## src/rtl/uart_tx.sv

```systemverilog
// 8N1 UART transmitter with valid/ready byte input and registered txd.
// Define UART_TX_PARITY_EN to insert a parity bit (sense set by PARITY_ODD).
module uart_tx #(
    parameter int CLK_FREQ_HZ = 10_000_000,
    parameter int BAUD_RATE   = 115200,
    parameter int STOP_BITS   = 1,
    parameter int PARITY_ODD  = 0
) (
    input  logic       clk,
    input  logic       resetn,
    input  logic [7:0] in_data,
    input  logic       in_valid,
    output logic       in_ready,
    output logic       txd,
    output logic       busy,
    output logic       done
);
    localparam int CLKS_PER_BIT = (CLK_FREQ_HZ + BAUD_RATE/2) / BAUD_RATE;
    localparam int DW = (CLKS_PER_BIT > 2) ? $clog2(CLKS_PER_BIT) : 1;

    if (CLKS_PER_BIT < 2) begin : g_bad_div
        $error("uart_tx: CLKS_PER_BIT must be at least 2");
    end
    if (STOP_BITS != 1 && STOP_BITS != 2) begin : g_bad_stop
        $error("uart_tx: STOP_BITS must be 1 or 2");
    end
    if (PARITY_ODD != 0 && PARITY_ODD != 1) begin : g_bad_par
        $error("uart_tx: PARITY_ODD must be 0 or 1");
    end

`ifdef UART_TX_PARITY_EN
    typedef enum logic [2:0] {IDLE, START, DATA, PARITY, STOP} state_t;
`else
    typedef enum logic [2:0] {IDLE, START, DATA, STOP} state_t;
`endif

    state_t        state, state_nx;
    logic [DW-1:0] div;
    logic [2:0]    bit_cnt;
    logic [7:0]    sh, sh_nx;
    logic          txd_q, txd_nx;
    logic          bit_end, last_stop, xfer;
`ifdef UART_TX_PARITY_EN
    logic          par_q;
`endif

    assign bit_end   = (div == DW'(CLKS_PER_BIT - 1));
    assign last_stop = (state == STOP) && bit_end && (bit_cnt == 3'(STOP_BITS - 1));
    assign xfer      = in_valid && in_ready;
    assign txd       = txd_q;

    always_ff @(posedge clk) begin
        if (!resetn) begin
            state   <= IDLE;
            div     <= '0;
            bit_cnt <= '0;
            sh      <= '0;
            txd_q   <= 1'b1;
`ifdef UART_TX_PARITY_EN
            par_q   <= 1'b0;
`endif
        end else begin
            state <= state_nx;
            sh    <= sh_nx;
            txd_q <= txd_nx;
            if (state == IDLE || bit_end)
                div <= '0;
            else
                div <= div + 1'b1;
            // bit_cnt indexes data bits, wraps 7->0 on leaving DATA, then counts stop bits
            if (state == DATA && bit_end)
                bit_cnt <= bit_cnt + 3'd1;
            else if (state == STOP && bit_end)
                bit_cnt <= last_stop ? 3'd0 : bit_cnt + 3'd1;
`ifdef UART_TX_PARITY_EN
            if (xfer)
                par_q <= (^in_data) ^ 1'(PARITY_ODD);
`endif
        end
    end

    always_comb begin
        state_nx = state;
        case (state)
            IDLE:  if (xfer) state_nx = START;
            START: if (bit_end) state_nx = DATA;
            DATA:
                if (bit_end && bit_cnt == 3'd7) begin
`ifdef UART_TX_PARITY_EN
                    state_nx = PARITY;
`else
                    state_nx = STOP;
`endif
                end
`ifdef UART_TX_PARITY_EN
            PARITY: if (bit_end) state_nx = STOP;
`endif
            STOP:  if (last_stop) state_nx = xfer ? START : IDLE;
            default: state_nx = IDLE;
        endcase
    end

    always_comb begin
        in_ready = (state == IDLE) || last_stop;
        busy     = (state != IDLE);
        done     = last_stop;
        sh_nx    = sh;
        if (state == DATA && bit_end)
            sh_nx = {1'b0, sh[7:1]};
        if (xfer)
            sh_nx = in_data;
        // txd is registered from the next state so the line changes on the bit boundary
        case (state_nx)
            START:   txd_nx = 1'b0;
            DATA:    txd_nx = sh_nx[0];
`ifdef UART_TX_PARITY_EN
            PARITY:  txd_nx = par_q;
`endif
            default: txd_nx = 1'b1;
        endcase
    end
endmodule

```

## config.mk

```make
export PLATFORM = sky130hd
export DESIGN_NAME = uart_tx
export DESIGN_NICKNAME = d
export VERILOG_FILES = /design/src/rtl/uart_tx.sv
export SDC_FILE = /design/constraint.sdc
export NUM_CORES = 1
export LEC_CHECK = 0
export ABC_AREA = 1
export ABC_CLOCK_PERIOD_IN_PS = 1950
export BUFFER_PORTS_ARGS = -buffer_cell sky130_fd_sc_hd__buf_2
export CORE_ASPECT_RATIO = 1.4
export CORE_MARGIN = 1.5
export CORE_UTILIZATION = 55
export CTS_BUF_LIST = sky130_fd_sc_hd__clkbuf_16
export DETAILED_ROUTE_END_ITERATION = 10
export GPL_TIMING_DRIVEN = 0
export PLACE_DENSITY = 0.79
export SKIP_LAST_GASP = 1
export SYNTH_ARGS = -nofsm -noshare
export SYNTH_HDL_FRONTEND = slang
export SYNTH_SLANG_ARGS = --single-unit
```

## constraint.sdc

```tcl
create_clock -name clk -period 1.95 [get_ports clk]
set_clock_uncertainty 0.2 [all_clocks]
set_input_delay 0.0975 -clock clk [delete_from_list [all_inputs] [get_ports clk]]
set_output_delay 0.0975 -clock clk [all_outputs]
set_load 0.02 [all_outputs]
```

==> Word level (Yosys, flattened, before mapping) <==
Cells that the tools add are included.
{ "word_totals": {"out_inout_bits": 4, "ff_bits": 22, "wordCells": 41} }
{ "op_classes": {"mux": 12, "eq_ne": 7, "addsub": 2, "reduce_logical": 13, "bitwise_logic": 1} }
{ "op_table": {"columns": ["operator", "count"], "rows": [
  ["$mux W3", 7],
  ["$mux W8", 2],
  ["$pmux W3 S4", 1],
  ["$eq A3 B2 Y1 const B", 3],
  ["$add A7 B1 Y7 const B", 1],
  ["$eq A7 B7 Y1 const B", 1],
  ["$eq A3 B1 Y1 const B", 2],
  ["$logic_not A3 Y1", 2],
  ["$logic_and A1 B1 Y1", 5],
  ["$reduce_bool A2 Y1", 2],
  ["$add A3 B1 Y3 const B", 1],
  ["$eq A3 B3 Y1 const B", 1],
  ["$reduce_bool A3 Y1", 1],
  ["$logic_or A1 B1 Y1", 2],
  ["$pmux W1 S2", 1],
  ["$reduce_or A2 Y1", 1],
  ["$mux W1", 1],
  ["$not A1 Y1", 1]
]} }

==> Logic depth before layout (Yosys ltp) <==
Gate-level depths: netlist of run 1.
{ "logic_depth": {"depth_word": 10, "depth_mapped": 12, "mapped_depth_nobuf": 12} }

==> Worst setup path before layout of run 1 <==
Ideal clock, no wire load.
{ "synth_path": {"kind": "reg-to-reg", "from": "reg div[0]", "to": "reg txd_q, in the netlist txd", "stages_incl_launch_ff": 12, "slack_ns": 0.334, "synth_period_minus_slack_ns": 1.616, "n_path_buf": 0, "t_arrival_ns": 1.297, "t_required_ns": 1.631, "cell_sequence": "dfxtp_1 > inv_1 > ha_1 > nand3_2 > nor2_4 > nand2_4 > nand2_8 > nand2_4 > nand2_1 > nand2_1 > nand2_1 > nand3_1"} }
{ "synth_between": {"elab_chain_cells": 10, "elab_cells_between_ends": 18} }
{ "synth_rtl": {"columns": ["item", "line_no", "rtl"], "rows": [
  ["start: declaration", "38", "logic [DW-1:0] div;"],
  ["start signal: assignment", "69", "div <= div + 1'b1;"],
  ["$eq A7 B7 Y1 (*)", "47", "assign bit_end = (div == DW'(CLKS_PER_BIT - 1));"],
  ["$logic_and A1 B1 Y1 (*) (2 in a row)", "48", "assign last_stop = (state == STOP) && bit_end && (bit_cnt == 3'(STOP_BITS - 1));"],
  ["$logic_or A1 B1 Y1 (*)", "104", "in_ready = (state == IDLE) || last_stop;"],
  ["via in_ready", "13", "output logic in_ready,"],
  ["$logic_and A1 B1 Y1 (*)", "49", "assign xfer = in_valid && in_ready;"],
  ["$mux W1", "98", "STOP: if (last_stop) state_nx = xfer ? START : IDLE;"],
  ["$mux W3", "98", null],
  ["$pmux W3 S4", "84", "case (state)"],
  ["$eq A3 B2 Y1 or $eq A3 B1 Y1 (tied branches)", "113", "case (state_nx)"],
  ["$pmux W1 S2 (*)", "113", null],
  ["end signal: assignment", "65", "txd_q <= txd_nx;"],
  ["end: declaration", "41", "logic txd_q, txd_nx;"]
]} }
The timed path passes the listed nets; every way through them passes the cells marked *. The select of a mux whose other input is x is not followed.
A chain may end at the register's enable or synchronous reset.

==> Worst setup path in the final report of run 1 <==
{ "layout_path": {"from": "reg div[0]", "to": "out in_ready"} }
{ "layout_between": {"elab_chain_cells": 4} }
{ "layout_rtl": {"columns": ["item", "line_no"], "rows": [
  ["$eq A7 B7 Y1", "47"],
  ["$logic_and A1 B1 Y1 (2 in a row)", "48"],
  ["$logic_or A1 B1 Y1", "104"],
  ["end: declaration", "13"]
]} }
Every way passes these cells.

==> results of run 1 <==
[report_power, final]
part	switching, mW	internal (mW)	leakage [nW]	total (mW)
logic	0.0525	0.0381	0.409	0.0907
clock network	0.154	0.271	0.0370	0.424
registers	0.00967	0.464	0.179	0.474
total	0.216	0.773	0.625	0.989
[worst reg2reg max path, cell delays in order, from the launching register on]
cell and delay (ps):
dfxtp_1 340, inv_1 70, ha_1 190, nand3_2 100, nor2_4 170, buf_6 160, nand3_2 80, nand3_1 140
nand2_1 70, nand2_1 60, nand3_1 100
[how the worst min path moves through the flow]
stage                from                 end  slack (ps)
5_1_grt        in_data[6]  sh[6]$_SDFFE_PN0P_          30
2_1_floorplan      resetn      txd$_SDFF_PN1_         -20
4_1_cts        in_data[6]  sh[6]$_SDFFE_PN0P_          20
6_report       in_data[1]  sh[1]$_SDFFE_PN0P_          10
3_3_place_gp       resetn      txd$_SDFF_PN1_         150
3_5_place_dp       resetn      txd$_SDFF_PN1_         160
[stage by stage]
stage          area, um^2  std cells  power [mW]  hold WS, ps  setup slack (ps)
6_report             1420        199       0.989         13.3               119
3_3_place_gp         1290        190       0.562          153               215
3_5_place_dp         1290        190       0.566          161               165
5_1_grt              1420        199        1.02         28.3              13.0
4_1_cts              1410        197       0.995         18.9              71.6
2_1_floorplan        1200        156       0.540        -17.9               334
[placed cells by master (no fill, tap or decap), types with 2 or more instances in the layout]
master | netlist | layout
nand2_2 | 5 | 5
nor2_1 | 9 | 9
buf_2 | 0 | 13
nand3_1 | 28 | 28
clkbuf_16 | 0 | 3
nor2_4 | 2 | 2
nand2_1 | 22 | 22
nand2_4 | 2 | 2
ha_1 | 5 | 5
a21oi_1 | 14 | 14
clkinv_1 | 2 | 2
and2_1 | 6 | 6
nor3b_1 | 2 | 2
inv_2 | 3 | 3
nand3_2 | 4 | 4
dfxtp_1 | 22 | 22
o21ai_0 | 3 | 3
buf_6 | 2 | 2
dlygate4sd3_1 | 0 | 4
buf_4 | 0 | 2
inv_1 | 15 | 15
[registers in the layout (all words and copies together) (netlist names)]
register and count:
bit_cnt 3, state 3, txd 1, sh 8, div 7
[what timing repair did]
item / 4_1_cts / 5_1_grt
endpoints found under the setup margin: 0 / 2
hold buffers: 4 / 0
endpoints found under the hold margin: 6 / 0
buffers inserted: 0 / 2
[area by class of cell]
| cell class | instances | area, um^2 | share of cell area, % |
|---|---|---|---|
| sequential | 22 | 440 | 31.0 |
| buffer | 2 | 22.5 | 1.59 |
| inverter | 21 | 80.1 | 5.64 |
| multi-input combinational | 111 | 656 | 46.2 |
| timing repair buffer | 19 | 120 | 8.46 |
| clock buffer | 3 | 75.1 | 5.29 |
| tap | 21 | 26.3 | 1.85 |
[metal layers]
metal,wire (um),share of wire (%)
met3,79,3.1
met2,1380,55
met4,25,1.0
met1,1020,41
met5,0,0
[kinds of logic after synthesis]
logic type                 Yosys count
and+or+nand+nor                     86
buffers and inverters               23
DFF                                 22
AOI/OAI and AO/OA                   19
adders and majority gates            5
other                                1
==> impl_results.md, run 1 <==
* Power per cell area at around 700 mW/mm^2
* IO Port Bufs at 13
* Fraction of layout cells with a size suffix above 1 at approximately 23%
* Status: complete, no violations
* Antenna Nets Post-Route at 0
* Max incr delay on CP at roughly 340 ps
* Total negative slack at 0 ps
* Setup crit start: div[0]$_SDFF_PP0_
* Grt ovf at 0
* WP depth at 7
* Crit-path slowest cell: dfxtp_1
* Critical path fanouts, max at 10
* Final nets at around 200
* Die width at 42.5 um
* Clock root buffer: clkbuf_16
* GR Layer Usage met3 at about 3.1%
* H-tree depth at 1
* Syn_nets at 172
* Area contributors post-synth: dfxtp_1, nand3_1, nand2_1
* Drt first pass iters at 4
* Most frequent cells after synthesis: nand3_1, dfxtp_1, nand2_1
* Synthesis Warnings at 0
* Ports at 15
* Core area at ~0.0020 mm^2
* First-pass GRT wire length at roughly 4100 um
* Most numerous cell in the Yosys netlist: nand3_1
* CTS buffer count at 3
* GRT busiest layer: met2
* Clk buf depth at 2
* Cell taking the most area after synthesis: dfxtp_1
* Clk sinks at 22
* Hold depth at 4
* Ant diodes at 0
* Reg2reg end: txd$_SDFF_PN1_
* Mux share of post-synthesis cell area at 0%
* Worst path required time at ~1700 ps
* Reg-to-reg slack, setup at between 100 and 150 ps
* Post-synth top flop: dfxtp_1
* WL/cell at 12.6 um
* Worst setup SP type: register
* Top-area cell type share of the netlist area at a little under two fifths
* Tot GR Track Use at between 20% and 30%
* Worst reg2reg path depth at 10
* Xor/xnor share of the synthesized area at 0%
* Crit path to: in_ready
* Utilization after layout at approximately 70%
* Finish-stage setup viols at 0
* Final Hold Vio Count at 0
* Worst Setup Path Type: register to primary output
* Final Cycle Share at 93.9%
* Mapped Avg Cell Area at a little under 8 um^2
* # rows at 19
* CTS tree: yes
* Synth Area in Simple Gates at 40.7%
* Fin. max-slew vios at 0
* Vias per cell at roughly 5.4
* Worst EP arrival at 1530 ps
* Final wirelength at approximately 2500 um
* Clk slew on worst S/H paths at approximately 60 ps
* Synth cell types at 27
* Leak at roughly 0.62 nW
* Initial Utilization at roughly three fifths
* RSZ-0062 raised after global routing: false
* Die ar. at 0.00247 mm^2
* Synth async-reset ratio at 0%
* # fillers at roughly 160
* M1 GR Usage at between 20 and 25%
* Max cap viols at 0
* Cts repair resizes at 0
* CP Buf/Inv Count at 2
* Synth Register Bits at 22
* Hold Crit Class: primary input to register
* Area Growth Syn to Fin at 18.5%
* Routability cong. at ~0.79
* Maximum clock rate at between 0.5 and 0.6 GHz
* M2 GR Usage at 41.8%
* Number of global-route vias before repair at 1013
* Initial antenna violation count at 0
* Synthesized area at around 0.0012 mm^2
* Post-Syn Instances at around 160
* Die Y at a little under 60 um
* VDD IR max at 0.488 mV
* RR Startpoint: div[0]$_SDFF_PP0_
* Number of synthesized flops with an enable pin at 0
* Top delay family on crit path: simple AND/OR/NAND/NOR gates
* Clk_lat worst skew at 250 ps
* Critical-path cell list: inv_1 -> ha_1 -> nand3_2 -> nor2_4 -> nand2_4 -> nand2_8 -> buf_2
* Crit end category: primary output
* Post-DP HPWL at between 1500 and 2000 um
* Sequential fraction of the synthesis area at 36.7%
* Adder-cell area share of the yosys netlist at approximately 5.2%
* Drt initial violations at 56
* Compound-Gate Fraction of Synth Area at roughly 8.5%
* Via Count at 1084
* Post-layout min period at between 1500 and 2000 ps
* Largest net degree at the start of global routing at 12
* Largest family of logic cells by synthesized area: simple AND/OR/NAND/NOR gates
* DR DRC count at 0
(Power assumes the default switching activity.)
==> run 2: changes to the inputs <==
--- a/config.mk
+++ b/config.mk
@@ -5,7 +5,7 @@
 export SDC_FILE = /design/constraint.sdc
 export NUM_CORES = 1
 export LEC_CHECK = 0
-export ABC_AREA = 1
+export ABC_AREA = 0
 export ABC_CLOCK_PERIOD_IN_PS = 1950
 export BUFFER_PORTS_ARGS = -buffer_cell sky130_fd_sc_hd__buf_2
 export CORE_ASPECT_RATIO = 1.4
@@ -14,7 +14,7 @@
 export CTS_BUF_LIST = sky130_fd_sc_hd__clkbuf_16
 export DETAILED_ROUTE_END_ITERATION = 10
 export GPL_TIMING_DRIVEN = 0
-export PLACE_DENSITY = 0.79
+export PLACE_DENSITY = 0.8
 export SKIP_LAST_GASP = 1
 export SYNTH_ARGS = -nofsm -noshare
 export SYNTH_HDL_FRONTEND = slang
==> impl_results.md, run 2 <==
* Tot GR Track Use at 24.5% (was 21.7%)
* Number of global-route vias before repair at 980 (was 1013)
* Worst reg2reg path depth at 7 (was 10)
* Final wirelength at 2650 um (was 2510 um)
* Worst EP arrival at 1970 ps (was 1530 ps)
* Maximum clock rate at 0.494 GHz (was 0.546 GHz)
* Post-synth top flop: dfxtp_1 (unchanged)
* Hold Crit Class: primary input to register (unchanged)
* Synth async-reset ratio at 0% (unchanged)
* CTS buffer count at 3 (unchanged)
* Post-layout min period at 2030 ps (was 1830 ps)
* Hold depth at 4 (unchanged)
* Worst Setup Path Type: register to register (was register to primary output)
* Compound-Gate Fraction of Synth Area at 13.5% (was 8.46%)
* Largest register FFs at 8 (unchanged)
* Worst path required time at 1900 ps (was 1650 ps)
* Final Non-Filler Cells at 178 (was 199)
* Clk slew on worst S/H paths at 60 ps (about the same)
* Area contributors post-synth: dfxtp_1, ha_1, mux2i_1 (was dfxtp_1, nand3_1, nand2_1)
* First-pass GRT wire length at 4000 um (was 4140 um)
* Crit end category: register (was primary output)
* Most frequent cells after synthesis: dfxtp_1, nor2_1, nand2_1 (was nand3_1, dfxtp_1, nand2_1)
* Utilization after layout at 82.2% (was 70.3%)
* Reg-to-reg slack, setup at -80 ps (was 130 ps)
* Core area at 0.00195 mm^2 (was 0.00202 mm^2)
* Final Hold Vio Count at 0 (unchanged)
* Final WS setup at -76.0 ps (was 119 ps)
* Clock root buffer: clkbuf_16 (unchanged)
* Top-area cell type share of the netlist area at 38.8% (was 36.7%)
* Hold path startpoint: in_valid (was in_data[1])
* Vias per cell at 5.61 (was 5.45)
* Cell taking the most area after synthesis: dfxtp_1 (unchanged)
* Ant diodes at 0 (unchanged)
* Finish-stage setup viols at 5 (was 0)
* Final nets at 174 (was 196)
* Max cap viols at 0 (unchanged)
* Xor/xnor share of the synthesized area at 4.63% (was 0%)
* Reg2reg end: sh[0]$_SDFF_PN0_ (was txd$_SDFF_PN1_)
* RSZ-0062 raised after global routing: true (was false)
* Fin. max-slew vios at 0 (unchanged)
* VDD IR max at 0.709 mV (was 0.488 mV)
* Synth Register Bits at 22 (unchanged)
* DR DRC count at 0 (unchanged)
* Most common cell after layout, fill and taps aside: dfxtp_1 (was nand3_1)
* Die Y at 56.7 um (was 58.2 um)
* Clk buf depth at 2 (unchanged)
* Synthesis Warnings at 0 (unchanged)
* Leak at 0.716 nW (was 0.625 nW)
* Most numerous cell in the Yosys netlist: dfxtp_1 (was nand3_1)
* Syn_nets at 135 (was 172)
* Die width at 41.4 um (was 42.5 um)
* WL/cell at 14.9 um (was 12.6 um)
* Failing checks: negative setup slack
* Routability cong. at 0.696 (was 0.787)
* Fraction of layout cells with a size suffix above 1 at 38.9% (was 23.0%)
* Clk_lat worst skew at 260 ps (was 250 ps)
* Ports at 15 (unchanged)
* Total negative slack at -204 ps (was 0 ps)
* Biggest regs: sh (8), div (7) (unchanged)
* Status: finished, violations left (was complete, no violations)
* Drt first pass iters at 4 (unchanged)
* Final Cycle Share at 104% (was 93.9%)
* Initial antenna violation count at 0 (unchanged)
* Post-DP HPWL at 1450 um (was 1730 um)
* Synth cell types at 40 (was 27)
* Synth Area in Simple Gates at 24.9% (was 40.7%)
* Power per cell area at 723 mW/mm^2 (was 696 mW/mm^2)
* Grt ovf at 0 (unchanged)
* Largest net degree at the start of global routing at 14 (was 12)
* Initial Utilization at 58.2% (was 59.3%)
* Hold EP: state[0]$_SDFF_PN0_ (was sh[1]$_SDFFE_PN0P_)
* Sequential fraction of the synthesis area at 38.8% (was 36.7%)
* Tot Pwr at 1.16 mW (was 989 uW)
* Clk sinks at 22 (unchanged)
* Number of synthesized flops with an enable pin at 0 (unchanged)
* H-tree depth at 1 (unchanged)
* Mapped Avg Cell Area at 9.54 um^2 (was 7.68 um^2)
* Drt initial violations at 22 (was 56)
* Via Count at 998 (was 1084)
* CTS tree: yes (unchanged)
* Critical path fanouts, max at 8 (was 10)
* Largest family of logic cells by synthesized area: simple AND/OR/NAND/NOR gates (unchanged)
* RR Startpoint: div[0]$_SDFF_PP0_ (unchanged)
* Worst setup SP type: register (unchanged)
* Reg with most FFs: sh (unchanged)
* Die ar. at 0.00235 mm^2 (was 0.00247 mm^2)
* Adder-cell area share of the yosys netlist at 5.51% (was 5.22%)
* IO Port Bufs at 14 (was 13)
* Mux share of post-synthesis cell area at 8.60% (was 0%)
* # rows at 19 (unchanged)
* Post-Syn Instances at 119 (was 156)
* Antenna Nets Post-Route at 0 (unchanged)
* Most frequent cells in the layout: dfxtp_1, nor2_1, nand2_1, buf_2, buf_4 (was nand3_1, nand2_1, dfxtp_1)
* Synthesized area at 0.00113 mm^2 (was 0.00120 mm^2)
* Placed cell count at 154 (was 190)
* Area Growth Syn to Fin at 41.1% (was 18.5%)
-- run 2: cell count changes in the layout (fill, tap and decap cells not counted), sizes merged, moves of 7 or more --
cell	previous run	this run
nand3	33	6
nand2	30	12
a21oi	15	2
inv	18	5
buf	17	26
mux2i	0	7
-- run 2: report_power, final --
group,internal (mW),switching (mW)
registers,0.465,0.0107
clock network,0.408,0.168
logic,0.0567,0.0500
-- run 2: worst max path at each step --
stage | to | startpoint | slack (ps) | depth (start not counted)
after floorplan | txd$_SDFF_PN1_ | div[5]$_SDFF_PP0_ | -70 | 6
final | sh[0]$_SDFF_PN0_ | div[0]$_SDFF_PP0_ | -80 | 7
after CTS | txd$_SDFF_PN1_ | div[0]$_SDFF_PP0_ | -90 | 7
after detailed placement | txd$_SDFF_PN1_ | div[1]$_SDFF_PP0_ | -150 | 7
after global placement | txd$_SDFF_PN1_ | div[5]$_SDFF_PP0_ | -130 | 6
after global routing | sh[0]$_SDFF_PN0_ | div[0]$_SDFF_PP0_ | -120 | 7
-- run 2: layer usage --
| layer | vias to the layer above | GRT usage [%] | share of wire [%] |
|---|---|---|---|
| met1 | 479 | 26.3 | 41 |
| met2 | 20 | 44.2 | 54 |
| met4 | 0 | 8.29 | 2.2 |
| met3 | 9 | 3.56 | 2.8 |
| li1 | 490 | - | - |
| met5 | - | 0 | 0 |
-- run 2: cell families (layout without fill, tap and decap cells) --
| group | after synthesis | in the layout |
|---|---|---|
| AND/OR/NAND/NOR | 50 | 50 |
| flip-flops | 22 | 22 |
| AO/OA/AOI/OAI | 18 | 18 |
| buffers and inverters | 9 | 47 |
| multiplexers | 8 | 8 |
| XOR/XNOR | 6 | 6 |
| adder cells (fa/ha/maj) | 5 | 5 |
| other | 1 | 1 |
-- run 2: timing repair --
action / CTS / global route
pin swaps: 3 / 4
hold buffers: 9 / 0
endpoints found under the setup margin: 11 / 11
setup buffers: 8 / 4
resized for setup: 10 / 15
endpoints found under the hold margin: 11 / 0
-- run 2: critical path, cell delays in order, from the launching register on --
cell and delay [ps]:
dfxtp_2 320, inv_2 60, ha_4 150, nand3_4 100
or4_4 510, mux2_4 340, mux2i_4 160, nor2b_1 70
-- run 2: stage by stage --
stage	setup slack [ps]	instance area [um^2]	hold slack [ps]
2_1_floorplan	-66.7	1160	51.3
3_3_place_gp	-125	1250	138
3_5_place_dp	-148	1250	143
4_1_cts	-92.8	1530	94.5
5_1_grt	-118	1600	124
6_report	-76.0	1600	105
-- run 2: area by class of cell --
type	count	area [um^2]
Buffer	3	16.3
Clock buffer	3	75.1
Clock inverter	1	30.0
Fill cell	115	348
Inverter	5	18.8
Multi-Input combinational cell	88	721
Sequential cell	22	452
Tap cell	21	26.3
Timing Repair Buffer	35	263
==> run 3: changes to the inputs <==
--- a/config.mk
+++ b/config.mk
@@ -6,7 +6,7 @@
 export NUM_CORES = 1
 export LEC_CHECK = 0
 export ABC_AREA = 0
-export ABC_CLOCK_PERIOD_IN_PS = 1950
+export ABC_CLOCK_PERIOD_IN_PS = 2100
 export BUFFER_PORTS_ARGS = -buffer_cell sky130_fd_sc_hd__buf_2
 export CORE_ASPECT_RATIO = 1.4
 export CORE_MARGIN = 1.5
==> constraint.sdc (replaced) <==
create_clock -name clk -period 2.1 [get_ports clk]
set_clock_uncertainty 0.2 [all_clocks]
set_input_delay 0.105 -clock clk [delete_from_list [all_inputs] [get_ports clk]]
set_output_delay 0.105 -clock clk [all_outputs]
set_load 0.02 [all_outputs]
==> impl_results.md, run 3 (synthesized netlist as in run 2, its figures left out) <==
* Worst setup SP type: register (unchanged)
* Antenna Nets Post-Route at 0 (unchanged)
* Max cap viols at 0 (unchanged)
* Area Growth Syn to Fin at 28.1% (was 41.1%)
* Post-layout min period at 2060 ps (was 2030 ps)
* Clk_lat worst skew at 250 ps (was 260 ps)
* Hold EP: sh[7]$_SDFFE_PN0P_ (was state[0]$_SDFF_PN0_)
* Placed cell count at 154 (unchanged)
* Fraction of layout cells with a size suffix above 1 at 28.1% (was 38.9%)
* Clk buf depth at 2 (unchanged)
* First-pass GRT wire length at 3730 um (was 4000 um)
* Hold slack final at 8.89 ps (was 105 ps)
* Finish-stage setup viols at 0 (was 5)
* Tot GR Track Use at 23.3% (was 24.5%)
* H-tree depth at 1 (unchanged)
* Via Count at 930 (was 998)
* Final Hold Vio Count at 0 (unchanged)
* Worst path required time at 2040 ps (was 1900 ps)
* # fillers at 147 (was 115)
* Drt first pass iters at 4 (unchanged)
* Initial antenna violation count at 0 (unchanged)
* IO Port Bufs at 14 (unchanged)
* Power per cell area at 634 mW/mm^2 (was 723 mW/mm^2)
* Grt ovf at 0 (unchanged)
* Die ar. at 0.00235 mm^2 (unchanged)
* Die width at 41.4 um (unchanged)
* Initial Utilization at 58.2% (unchanged)
* Fin. max-slew vios at 0 (unchanged)
* Hold depth at 4 (unchanged)
* Reg2reg end: txd$_SDFF_PN1_ (was sh[0]$_SDFF_PN0_)
* Maximum clock rate at 0.485 GHz (was 0.494 GHz)
* Crit end category: register (unchanged)
* Most frequent cells in the layout: dfxtp_1, buf_2, nor2_1 (was dfxtp_1, nor2_1, nand2_1, buf_2, buf_4)
* Crit-path slowest cell: or4_4 (unchanged)
* Design Area, Final at 0.00145 mm^2 (was 0.00160 mm^2)
* CTS buffer count at 3 (unchanged)
* Post-DP Area at 0.00123 mm^2 (was 0.00125 mm^2)
* Reg-to-reg slack, setup at 40 ps (was -80 ps)
* Final nets at 164 (was 174)
* Max incr delay on CP at 540 ps (was 510 ps)
* Utilization after layout at 74.6% (was 82.2%)
* RR Startpoint: state[1]$_SDFF_PN0_ (was div[0]$_SDFF_PP0_)
* Most common cell after layout, fill and taps aside: dfxtp_1 (unchanged)
* Hold path startpoint: in_data[7] (was in_valid)
* Post-DP HPWL at 1580 um (was 1450 um)
* Post-place setup slack at -136 ps (was -148 ps)
* Status: complete, no violations (was finished, violations left)
* Reg with most FFs: sh (unchanged)
* Clk slew on worst S/H paths at 50 ps (was 60 ps)
* Number of global-route vias before repair at 951 (was 980)
* WL/cell at 13.7 um (was 14.9 um)
* Drt initial violations at 13 (was 22)
* Critical path fanouts, max at 7 (was 8)
* Worst reg2reg path depth at 5 (was 7)
* Final WS setup at 38.9 ps (was -76.0 ps)
* Worst Setup Path Type: register to register (unchanged)
* Leak at 0.655 nW (was 0.716 nW)
* Clk sinks at 22 (unchanged)
* Final wirelength at 2300 um (was 2650 um)
* VDD IR max at 0.580 mV (was 0.709 mV)
* Largest net degree at the start of global routing at 12 (was 14)
* Critical-path cell list: nand3_4 -> or4_4 -> mux2_4 -> mux2i_4 -> a21oi_2 (was inv_2 -> ha_4 -> nand3_4 -> or4_4 -> mux2_4 -> mux2i_4 -> nor2b_1)
* DR DRC count at 0 (unchanged)
* Final Non-Filler Cells at 167 (was 178)
* # rows at 19 (unchanged)
* Die Y at 56.7 um (unchanged)
* Ports at 15 (unchanged)
* CTS tree: yes (unchanged)
* Final Cycle Share at 98.1% (was 104%)
* Clock root buffer: clkbuf_16 (unchanged)
* Vias per cell at 5.57 (was 5.61)
* Largest register FFs at 8 (unchanged)
* Core area at 0.00195 mm^2 (unchanged)
* Routability cong. at 0.750 (was 0.696)
* Hold Crit Class: primary input to register (unchanged)
* Worst EP arrival at 2000 ps (was 1970 ps)
* Biggest regs: sh (8), div (7) (unchanged)
* Ant diodes at 0 (unchanged)
-- run 3: layout make-up --
| type | count | area [um^2] | area share, % |
|---|---|---|---|
| Multi-Input combinational cell | 88 | 687 | 47.2 |
| Tap cell | 21 | 26.3 | 1.81 |
| Inverter | 5 | 18.8 | 1.29 |
| Clock buffer | 3 | 75.1 | 5.16 |
| Buffer | 3 | 13.8 | 0.947 |
| Timing Repair Buffer | 25 | 188 | 12.9 |
| Sequential cell | 22 | 445 | 30.6 |
-- run 3: how the worst max path moves through the flow --
| stage | endpoint | cells past startpoint | startpoint |
|---|---|---|---|
| floorplan | txd$_SDFF_PN1_ | 8 | div[0]$_SDFF_PP0_ |
| global route | txd$_SDFF_PN1_ | 5 | state[1]$_SDFF_PN0_ |
| finish | txd$_SDFF_PN1_ | 5 | state[1]$_SDFF_PN0_ |
| CTS | in_ready | 6 | bit_cnt[0]$_SDFFE_PN0P_ |
| global placement | txd$_SDFF_PN1_ | 8 | div[0]$_SDFF_PP0_ |
| detailed placement | txd$_SDFF_PN1_ | 8 | div[0]$_SDFF_PP0_ |
-- run 3: per-layer routing --
metal / global-route usage (%) / part of all wire (%) / up-vias / wire length [um]
li1: - / - / 474 / -
met4: 9.68 / 1.6 / 0 / 36
met1: 23.5 / 41 / 430 / 935
met5: 0 / 0 / - / 0
met3: 5.93 / 3.3 / 4 / 75
met2: 41.3 / 54 / 22 / 1250
-- run 3: what timing repair did --
action / 4_1_cts / 5_1_grt
endpoints found under the hold margin: 9 / 0
hold buffers: 8 / 0
gates resized for setup: 8 / 7
buffers inserted: 0 / 3
gates cloned: 0 / 0
pin swaps: 1 / 3
setup endpoints to repair: 6 / 7
-- run 3: stage by stage --
stage | total power [mW] | setup TNS, ps
floorplan | 0.497 | 0
finish | 0.921 | 0
CTS | 0.929 | 0
detailed placement | 0.522 | -587
global route | 0.965 | -12.6
global placement | 0.517 | -134
-- run 3: critical path: cells and delay by family (launching register included) --
kind             cells  cell delay [ps]
AO/OA/AOI/OAI        1               60
flip-flops           1              510
multiplexers         2              480
AND/OR/NAND/NOR      2              690
-- run 3: power breakdown --
part | internal [mW] | total, mW | switching [mW]
Clock | 0.251 | 0.388 | 0.137
Combinational | 0.0483 | 0.0906 | 0.0424
Sequential | 0.433 | 0.442 | 0.00985
Total | 0.732 | 0.921 | 0.189
